`config.mk`:
```
export PLATFORM = sky130hd
export DESIGN_NAME = mem_scheduler
export DESIGN_NICKNAME = d
export VERILOG_FILES = /design/src/rtl/mem_scheduler.sv
export SDC_FILE = /design/constraint.sdc
export NUM_CORES = 1
export LEC_CHECK = 0
export CAP_MARGIN = 20
export CORE_MARGIN = 5
export CORE_UTILIZATION = 37
export CTS_CLUSTER_DIAMETER = 80
export DETAILED_ROUTE_END_ITERATION = 8
export GPL_TIMING_DRIVEN = 0
export PLACE_DENSITY = 0.86
export SKIP_CTS_REPAIR_TIMING = 1
export SLEW_MARGIN = 10
export SYNTH_ARGS = -nofsm -noshare
export SYNTH_HDL_FRONTEND = slang
export SYNTH_SLANG_ARGS = --single-unit
```
`constraint.sdc`:
```
create_clock -name i_clk -period 2.95 [get_ports i_clk]
set_clock_uncertainty 0.05 [all_clocks]
set_input_delay 0.4425 -clock i_clk [delete_from_list [all_inputs] [get_ports i_clk]]
set_output_delay 0.4425 -clock i_clk [all_outputs]
set_load 0.01 [all_outputs]
```
`src/rtl/mem_scheduler.sv`:
```
// Round-robin memory request scheduler: grants one eligible requester at a time,
// drives the memory unit, and broadcasts the result on the CDB.
module mem_scheduler #(
    parameter int N_REQ   = 4,
    parameter int TIMEOUT = 15
) (
    input  logic                 i_clk,
    input  logic                 i_rst,
    input  logic [N_REQ-1:0]     i_req,
    input  logic [43*N_REQ-1:0]  i_req_instr,
    output logic [N_REQ-1:0]     o_grant,
    output logic                 o_key_mem,
    output logic [42:0]          o_mem_instr,
    input  logic                 i_mem_done,
    input  logic [22:0]          i_mem_solution,
    output logic                 o_cdb_valid,
    output logic [22:0]          o_cdb_data,
    output logic [1:0]           o_cdb_src,
    input  logic                 i_cdb_ack,
    output logic                 o_busy,
    output logic                 o_timeout_err
);

    localparam int CW = $clog2(TIMEOUT + 1);

    typedef enum logic [1:0] {
        S_IDLE,
        S_WAIT,
        S_BCAST,
        S_RELEASE
    } state_t;

    state_t          r_state;
    logic [1:0]      r_ptr;
    logic [CW-1:0]   r_cnt;

    logic [N_REQ-1:0] w_elig;
    logic             w_found;
    logic [1:0]       w_sel;
    logic [1:0]       w_idx;

    // Search ascending from r_ptr; the 2-bit index wraps modulo N_REQ.
    always_comb begin
        w_found = 1'b0;
        w_sel   = '0;
        w_idx   = '0;
        for (int unsigned i = 0; i < N_REQ; i++) begin
            w_elig[i] = i_req[i] & i_req_instr[43*i + 39];
        end
        for (int unsigned k = 0; k < N_REQ; k++) begin
            w_idx = r_ptr + 2'(k);
            if (!w_found && w_elig[w_idx]) begin
                w_found = 1'b1;
                w_sel   = w_idx;
            end
        end
    end

    always_ff @(posedge i_clk or posedge i_rst) begin
        if (i_rst) begin
            r_state       <= S_IDLE;
            r_ptr         <= '0;
            r_cnt         <= '0;
            o_grant       <= '0;
            o_key_mem     <= 1'b0;
            o_mem_instr   <= '0;
            o_cdb_valid   <= 1'b0;
            o_cdb_data    <= '0;
            o_cdb_src     <= '0;
            o_busy        <= 1'b0;
            o_timeout_err <= 1'b0;
        end else begin
            o_grant <= '0;
            case (r_state)
                S_IDLE: begin
                    if (w_found) begin
                        o_grant[w_sel] <= 1'b1;
                        o_mem_instr    <= i_req_instr[43*w_sel +: 43];
                        o_cdb_src      <= w_sel;
                        o_key_mem      <= 1'b1;
                        r_cnt          <= '0;
                        r_ptr          <= w_sel + 2'd1;
                        o_busy         <= 1'b1;
                        r_state        <= S_WAIT;
                    end
                end
                S_WAIT: begin
                    // Completion takes priority over an expiring counter.
                    if (i_mem_done) begin
                        o_cdb_data  <= i_mem_solution;
                        o_cdb_valid <= 1'b1;
                        o_key_mem   <= 1'b0;
                        r_state     <= S_BCAST;
                    end else if (r_cnt == CW'(TIMEOUT)) begin
                        o_timeout_err <= 1'b1;
                        o_key_mem     <= 1'b0;
                        r_state       <= S_RELEASE;
                    end else begin
                        r_cnt <= r_cnt + 1'b1;
                    end
                end
                S_BCAST: begin
                    if (i_cdb_ack) begin
                        o_cdb_valid <= 1'b0;
                        r_state     <= S_RELEASE;
                    end
                end
                S_RELEASE: begin
                    if (!i_mem_done) begin
                        o_busy  <= 1'b0;
                        r_state <= S_IDLE;
                    end
                end
                default: begin
                    o_busy  <= 1'b0;
                    r_state <= S_IDLE;
                end
            endcase
        end
    end

endmodule

```
# == Word level (Yosys, flattened, before mapping) ==
# Cells that the tools add are included.
# classes
add_sub_neg,5
multipliers,1
n_lt_le_gt_ge,6
n_eq_ne,11
n_shift,1
n_mux,39
bitwise,5
n_reduce_logical,19
# ops
cell,count
172-bit by 9-bit indexed part select with 43-bit output,1
4-bit 2-to-1 mux,5
2-bit 2-to-1 mux,9
"2-bit by 3-bit less-than comparator with 1-bit output, second input constant",5
1-bit 2-to-1 mux,15
"2-bit inequality test, second input constant",6
3-bit AND reduction,4
1-bit binary-select mux with 2-bit select,4
"6-bit by 2-bit multiplier with 8-bit output, first input constant",1
2-bit one-hot mux with 4 select lines,1
4-bit one-hot mux with 2 select lines,1
4-bit AND reduction,2
1-bit one-hot mux with 2 select lines,3
2-bit nonzero test,3
"2-bit by 1-bit adder with 2-bit output, second input constant",2
"2-bit adder, second input constant",2
"4-bit by 1-bit adder with 4-bit output, second input constant",1
1-bit bitwise AND,4
"2-bit == test, second input constant",2
"4-bit == test, second input constant",1
1-bit logical AND,4
2-bit AND reduction,2
1-bit logical NOT,3
"3-bit inequality test, second input constant",1
other kinds (5),5
# word_totals
reg_bits,84
output_inout_bits,76
word_cells,98

# == Logic depth before layout (Yosys ltp) ==
# Gate-level depths: netlist of run 1.
# logic_depth
word_depth,19
mapped_depth,8
ltp_nobuf,7

# == Worst setup path after synthesis of run 1 ==
# OpenSTA, ideal clock, no wires.
# synth_path
path_kind,register to register
start,register r_state[1]
end,register r_state[1]
setup_time_ns,0.125
t_arrival_ns,1.605
required_ns,2.775
slack_ns,1.170
path_stages_with_launch,7
period_less_slack_ns,1.780
cell_sequence,dfrtp_1 > inv_1 > ha_1 > nor2b_1 > a222oi_1 > nand2_1 > mux2_2
# synth_between
elab_chain_len,3
elab_cells_between_ends,10
cone_classes,7 x eq/ne; 1 x mux; 2 x reduce/logical
# synth_lines
element,line_no,text
start: declaration,33,state_t r_state;
start signal: assignment,61,r_state <= S_IDLE;
start signal: assignment,84,r_state <= S_WAIT;
start signal: assignment,93,r_state <= S_BCAST;
2-bit by 1-bit == test with 1-bit output (tied with other cells),74,case (r_state)
3-bit inequality test (no line) or 2-bit inequality test (tied branches),--,
4-bit AND reduction (no line),--,
# Several ways; a longest one is shown, not always the timed one.
# A chain may end at the register's enable or synchronous reset.

# == Final worst setup path of run 1 ==
# layout_path
start,input port i_req_instr[125]
end,register o_mem_instr[2]
# layout_between
elab_chain_len,15
elab_cells_between_ends,26
cone_classes,1 x mul; 1 x shift; 16 x mux; 1 x bitwise; 7 x reduce/logical
# layout_lines
element,line_no,text
start: declaration,10,"input logic [43*N_REQ-1:0] i_req_instr,"
1-bit bitwise AND,48,w_elig[i] = i_req[i] & i_req_instr[43*i + 39];
1-bit binary-select mux with 2-bit select,52,if (!w_found && w_elig[w_idx]) begin
1-bit 2-to-1 mux (implied by the code),52,
1-bit 2-to-1 mux,52,
1-bit logical NOT,52,
1-bit logical AND,52,
1-bit 2-to-1 mux,52,
1-bit logical NOT,52,
1-bit logical AND,52,
1-bit 2-to-1 mux,52,
1-bit logical NOT,52,
1-bit logical AND,52,
2-bit 2-to-1 mux,52,
6-bit by 2-bit multiplier with 8-bit output,78,o_mem_instr <= i_req_instr[43*w_sel +: 43];
172-bit by 9-bit indexed part select with 43-bit output,78,
end signal: assignment,78,
end: declaration,13,"output logic [42:0] o_mem_instr,"
# Several ways; a longest one is shown, not always the timed one. The select of a mux whose other input is x is not followed.

==> metrics.md, run 1 <==
| Metric | Value |
|---|---|
| Outcome | `finished clean` |
| P&R area growth vs syn | `76.6%` |
| YS warnings | `0` |
| FF/Latch Area | `2100 um2` |
| GR Overflow Total | `0` |
| Detailed Route Iter0 Violations | `343` |
| Post-synth top area share | `between 40% and 50%` |
| Flops & latches, synth | `84` |
| Wire per inst | `about 20 um` |
| Root Buffer | `clkbuf_16` |
| GR met3 Demand/Resource | `~5.8%` |
| Synth async-reset ratio | `100%` |
| Hold WC Path Type | `in2async` |
| Layout cells sized above 1 | `9.71%` |
| Max-cap viol count | `0` |
| Initial antenna violation count | `0` |
| Clock Tree Buf Depth | `2` |
| Met2 usage | `a little over two fifths` |
| Worst-case reg-to-reg path depth | `5` |
| Largest net degree at the start of global routing | `66` |
| Tot Pwr | `between 6 and 7 mW` |
| Mapped Area | `~4300 um2` |
| Placed cells | `808` |
| Final wirelength | `about 17000 um` |
| Busiest grt layer | `met2` |
| Post-synth top flop | `dfrtp_1` |
| PortBufs | `278` |
| Die boundary height | `118 um` |
| # rows | `39` |
| Ant. Diodes | `0` |
| Initial Util | `between 30% and 40%` |
| CP peak stage delay | `approximately 500 ps` |
| Post-layout util | `around two thirds` |
| Post-Place Worst Slack | `142 ps` |
| DIE AREA | `~14000 um2` |
| Initial DRT Pass Iterations | `6` |
| Multi-input logic area | `2030 um2` |
| Worst skew pair latency | `approximately 330 ps` |
| Die width | `118 um` |
| RD Place Congestion | `slightly above 0.9` |
| Sequential share of the synthesized area | `48.7%` |
| Hold Slack | `approximately 370 ps` |
| PnR worst setup slack | `roughly 480 ps` |
| CP Cell Sequence | `clkdlybuf4s50_1, nand2_2, o21ai_0, o221ai_1, clkbuf_1, a221oi_1, o22ai_1` |
| Sink Count | `84` |
| Number of vias per cell | `about 5.5` |
| Critical Path AT | `approximately 2600 ps` |
| M1 GR Usage | `around a quarter` |
| Cell accounting for the most synthesized area | `dfrtp_1` |
| Reg2reg setup slack | `around 730 ps` |
| Worst vdd ir | `between 0.4 and 0.5 mV` |
| Worst setup EP type | `flop` |
| Final TNS setup | `0 ps` |
| Hpwl dp | `between 10000 and 15000 um` |
| Setup crit end | `o_mem_instr[2]` |
| Vias after detailed routing | `roughly 4500` |
| Worst r2r src | `r_ptr[0]` |
| Average size of a mapped cell | `about 11 um2` |
| Final non-filler cell total | `823` |
| Cells after synthesis | `approximately 390` |
| CP max-delay cell | `clkdlybuf4s50_1` |
| Filler instances | `approximately 900` |
| Critical path type | `in2reg` |
| Vias in the first global route | `5013` |
| Fin area | `about 7600 um2` |
| Final Setup Violations | `0` |
| Final #Nets | `about 900` |
| RSZ-0062 raised after global routing | `no` |
| Final Critical Period | `between 2000 and 2500 ps` |
| Library cells used by synthesis | `a little under 50` |
| Post-synth EDFFs | `0` |
| Post-DP Area | `between 7000 and 8000 um2` |
| CP Launch Type | `primary input` |
| CTS Buf Count | `9` |
| Setup crit start | `i_req_instr[125]` |
| Post-synth top cells | `84 x dfrtp_1, 42 x mux2i_1, 38 x nor2_1` |
| # DRC | `0` |
| Area contributors post-synth | `dfrtp_1 49%, mux2i_1 9.7%, mux2_2 6.3%, a221oi_1 6.1%, o22ai_1 4.3%` |
| Max Clock Freq | `around 410 MHz` |
| RR Endpoint | `o_mem_instr[2]` |
| Area of the core | `11400 um2` |
| First-pass GRT wire length | `roughly 26000 um` |
| Final Hold Viols | `0` |
| Most common cell in the synthesized netlist | `dfrtp_1` |
| Gr usage total | `roughly a quarter` |
| Number of nets with antenna violations after routing | `0` |
| P per Cell Area | `~860 nW/um2` |
| Leak | `3.21 nW` |
| Syn nets | `roughly 600` |
| Worst rel slew slack | `between 60% and 70%` |
| Clock transition at the registers of the reported paths | `~60 ps` |
| Final Max Slew Viols | `0` |
| Measured slew at the worst slew-check pin | `between 500 and 600 ps` |
| Worst Path Required | `between 3000 and 4000 ps` |
| # H-tree levels | `3` |
| Max FO, Critical Path | `10` |
| CTS tree | `built` |
| Final period util | `83.6%` |
| I/O Pins | `between 200 and 300` |
where the power goes:
part / switching, mW / internal (mW)
sequential: 0.305 / 1.69
combinational: 1.50 / 1.89
clock: 0.451 / 0.761
layout make-up:
type,instances,share of cell area [%]
Buffer,28,2.13
Inverter,6,0.328
Timing Repair Buffer,279,36.8
Sequential cell,84,27.6
Multi-Input combinational cell,268,26.7
Tap cell,143,2.35
Clock inverter,4,0.968
Clock buffer,11,3.18
critical path: cells and delay by family:
family / cells / cell delay [ps]
AOI/OAI and AO/OA: 4 / 1170
and+or+nand+nor: 1 / 130
buffers and inverters: 2 / 850
flip-flops by register name, indices dropped and copies added (netlist names):
signal,count
r_cnt,4
o_key_mem,1
o_grant,4
o_busy,1
o_cdb_src,2
r_state,2
o_mem_instr,43
o_cdb_data,23
o_timeout_err,1
r_ptr,2
o_cdb_valid,1
cells in the final DEF, fill, tap and decap left out, drive strengths merged, types with 2 or more instances in the layout:
| master | instances |
|---|---|
| dfrtp | 84 |
| o21ai | 21 |
| nand3 | 4 |
| o22ai | 30 |
| buf | 19 |
| inv | 6 |
| nand2b | 3 |
| nand2 | 17 |
| a32oi | 3 |
| nor2 | 38 |
| a22oi | 2 |
| mux2 | 24 |
| clkbuf | 21 |
| bufinv | 2 |
| ha | 6 |
| o21bai | 2 |
| a221oi | 30 |
| a222oi | 13 |
| a21oi | 6 |
| nor3 | 2 |
| clkinv | 2 |
| nand3b | 2 |
| nor2b | 3 |
| mux2i | 42 |
| nor4 | 2 |
| clkdlybuf4s50 | 278 |
| xnor2 | 2 |
logic make-up (layout without fill, tap and decap cells):
group | after synthesis | count (layout) | share of synthesized area [%]
AND/OR/NAND/NOR | 74 | 74 | 7.94
XOR/XNOR | 2 | 2 | 0.406
multiplexers | 66 | 66 | 16.0
AO/OA/AOI/OAI | 120 | 120 | 21.0
flip-flops | 84 | 84 | 48.7
adder cells (fa/ha/maj) | 6 | 6 | 1.74
buffers and inverters | 34 | 328 | 4.29
metal layers:
layer	part of all wire (%)	up-vias
met1	38	2172
met2	52	217
met4	2.8	0
met3	6.8	35
met5	0	-
li1	-	2074
worst min-delay path by stage:
stage | slack [ps] | endpoint | depth (start not counted)
2_1_floorplan | 430 | r_cnt[1] | 2
3_3_place_gp | 400 | o_mem_instr[39] | 1
3_5_place_dp | 420 | o_key_mem | 1
4_1_cts | 370 | o_cdb_data[21] | 2
5_1_grt | 390 | o_cdb_data[20] | 2
6_report | 370 | o_cdb_data[1] | 2
No activity file was read; power rests on OpenSTA's default activity.
==> run 2, diff against run 1 <==
- clock period: 2.95 -> 2.46 ns (I/O delays scaled with it)
==> run 2 against run 1 <==
Largest power group unchanged; core utilization fell by 0.20 points; via count increased by 1.4%; largest cell class unchanged; sequential cell count unchanged; final cell count rose by 0.24%; critical endpoint is now o_mem_instr[3]; first-iteration DRC count is 23% lower; wire length down 1.1%.
==> metrics.md, run 2 (synthesis results as in run 1) <==
| Metric | Value |
|---|---|
| Outcome | `finished clean (unchanged)` |
| First-pass GRT wire length | `26400 um (was 26300 um)` |
| Number of nets with antenna violations after routing | `0 (unchanged)` |
| Ant. Diodes | `0 (unchanged)` |
| Measured slew at the worst slew-check pin | `628 ps (was 593 ps)` |
| Hold WC Path Type | `in2async (unchanged)` |
| Final Setup Violations | `0 (unchanged)` |
| CP Cell Sequence | `clkdlybuf4s50_1, nand2_2, o21ai_0, o221ai_1, clkbuf_1, a221oi_1, o22ai_1 (unchanged)` |
| Clock transition at the registers of the reported paths | `60 ps (about the same)` |
| Initial DRT Pass Iterations | `5 (was 6)` |
| Sink Count | `84 (unchanged)` |
| P&R area growth vs syn | `76.0% (was 76.6%)` |
| Largest delay contributor family on the critical path | `compound AO/OA/AOI/OAI gates (unchanged)` |
| Die width | `118 um (unchanged)` |
| Max FO, Critical Path | `10 (unchanged)` |
| Vias after detailed routing | `4561 (was 4498)` |
| Commonest cells after routing, fill and taps aside | `278 x clkdlybuf4s50_1, 84 x dfrtp_1, 42 x mux2i_1 (unchanged)` |
| Detailed Route Iter0 Violations | `263 (was 343)` |
| Worst setup EP type | `flop (unchanged)` |
| Filler instances | `907 (was 896)` |
| Final wirelength | `16700 um (was 16800 um)` |
| Critical Path AT | `2480 ps (was 2600 ps)` |
| Worst vdd ir | `0.531 mV (was 0.472 mV)` |
| Post-Place Worst Slack | `-217 ps (was 142 ps)` |
| Critical path type | `in2reg (unchanged)` |
| Fin area | `7610 um2 (was 7630 um2)` |
| Worst rel slew slack | `58.0% (was 60.4%)` |
| I/O Pins | `279 (unchanged)` |
| Post-DP Area | `7330 um2 (was 7310 um2)` |
| RSZ-0062 raised after global routing | `yes (was no)` |
| GR Overflow Total | `0 (unchanged)` |
| # DRC | `0 (unchanged)` |
| Area of the core | `11400 um2 (unchanged)` |
| Final period util | `between 90% and 100%` |
| FF/Latch Area | `2100 um2 (unchanged)` |
| Initial Util | `37.8% (unchanged)` |
| Max Clock Freq | `427 MHz` |
| Final Max Slew Viols | `0 (unchanged)` |
| P per Cell Area | `1020 nW/um2 (was 865 nW/um2)` |
| Die boundary height | `118 um (unchanged)` |
| Vias in the first global route | `4926 (was 5013)` |
| Final Hold Viols | `0 (unchanged)` |
| Worst path bufs/invs | `2 (unchanged)` |
| CTS Buf Count | `9 (unchanged)` |
| RD Place Congestion | `0.884 (was 0.928)` |
| Root Buffer | `clkbuf_16 (unchanged)` |
| Number of vias per cell | `5.53 (was 5.47)` |
| CTS tree | `built (unchanged)` |
| PnR worst setup slack | `115 ps (was 484 ps)` |
| Gr usage total | `23.6% (was 23.5%)` |
| Largest net degree at the start of global routing | `31 (was 66)` |
| # rows | `39 (unchanged)` |
| Multi-input logic area | `2030 um2 (unchanged)` |
| Most flops, register | `o_mem_instr (unchanged)` |
| Clock Tree Buf Depth | `2 (unchanged)` |
| Worst skew pair latency | `330 ps (about the same)` |
| Wire per inst | `20.2 um (was 20.5 um)` |
| CP max-delay cell | `clkdlybuf4s50_1 (unchanged)` |
| Initial antenna violation count | `0 (unchanged)` |
| PortBufs | `278 (unchanged)` |
| CP Launch Type | `primary input (unchanged)` |
| Max FFs per register | `43 (unchanged)` |
| CP peak stage delay | `510 ps (was 500 ps)` |
| Final #Nets | `886 (was 885)` |
| Worst Path Required | `2590 ps (was 3090 ps)` |
| Max-cap viol count | `0 (unchanged)` |
| # H-tree levels | `3 (unchanged)` |
| Hpwl dp | `13400 um (was 13600 um)` |
| DIE AREA | `13900 um2 (unchanged)` |
| Top flop regs | `o_mem_instr: 43 flops, o_cdb_data: 23 flops (unchanged)` |
| Final TNS setup | `0 ps (unchanged)` |
| Layout cells sized above 1 | `9.97% (was 9.71%)` |
| Final Critical Period | `~2300 ps` |
| Leak | `3.19 nW (was 3.21 nW)` |
| Commonest non-fill, non-tap cell in the layout | `clkdlybuf4s50_1 (unchanged)` |
==> run 2: per-stage QoR <==
stage / power (mW) / hold WS (ps) / util (%) / instances
5_1_grt: 8.21 / 434 / 66.6 / 825
6_report: 7.72 / 404 / 66.6 / 825
3_5_place_dp: 6.49 / 409 / 64.2 / 809
4_1_cts: 7.78 / 414 / 66.6 / 825
2_1_floorplan: 4.41 / 426 / - / 386
3_3_place_gp: 6.31 / 402 / 63.8 / 807
==> run 2: layout make-up <==
cell class | instances | share of cell area (%)
timing repair buffer | 280 | 37.1
sequential | 84 | 27.6
multi-input combinational | 268 | 26.7
clock buffer | 11 | 3.19
tap | 143 | 2.35
buffer | 28 | 2.14
clock inverter | 5 | 0.494
inverter | 6 | 0.345
==> run 2: report_power, final <==
group	switching [mW]	leakage, nW	total [mW]	internal [mW]
clock network	0.548	0.132	1.26	0.713
logic	1.80	2.06	4.08	2.27
registers	0.358	0.994	2.39	2.03
==> run 2: final timing paths <==
check | start | to | slack [ps] | cells after the start
setup / recovery | i_req_instr[125] | o_mem_instr[3] | 120 | 7
hold / removal | i_rst | o_cdb_data[20] | 400 | 2
setup reg to reg | r_state[0] | o_mem_instr[27] | 210 | 6
hold reg to reg | o_mem_instr[39] | o_mem_instr[39] | 430 | 1
max in group asynchronous | i_rst | o_mem_instr[41] | 1160 | 4
min in group i_clk | o_mem_instr[39] | o_mem_instr[39] | 430 | 1
==> run 2: per-layer routing <==
layer  wire length [um]  track usage, %  vias to the layer above
li1                   -               -                     2078
met1               6110            26.3                     2196
met2               8630            41.4                      240
met3               1230            6.30                       47
met4                687            11.5                        0
met5                  0               0                        -
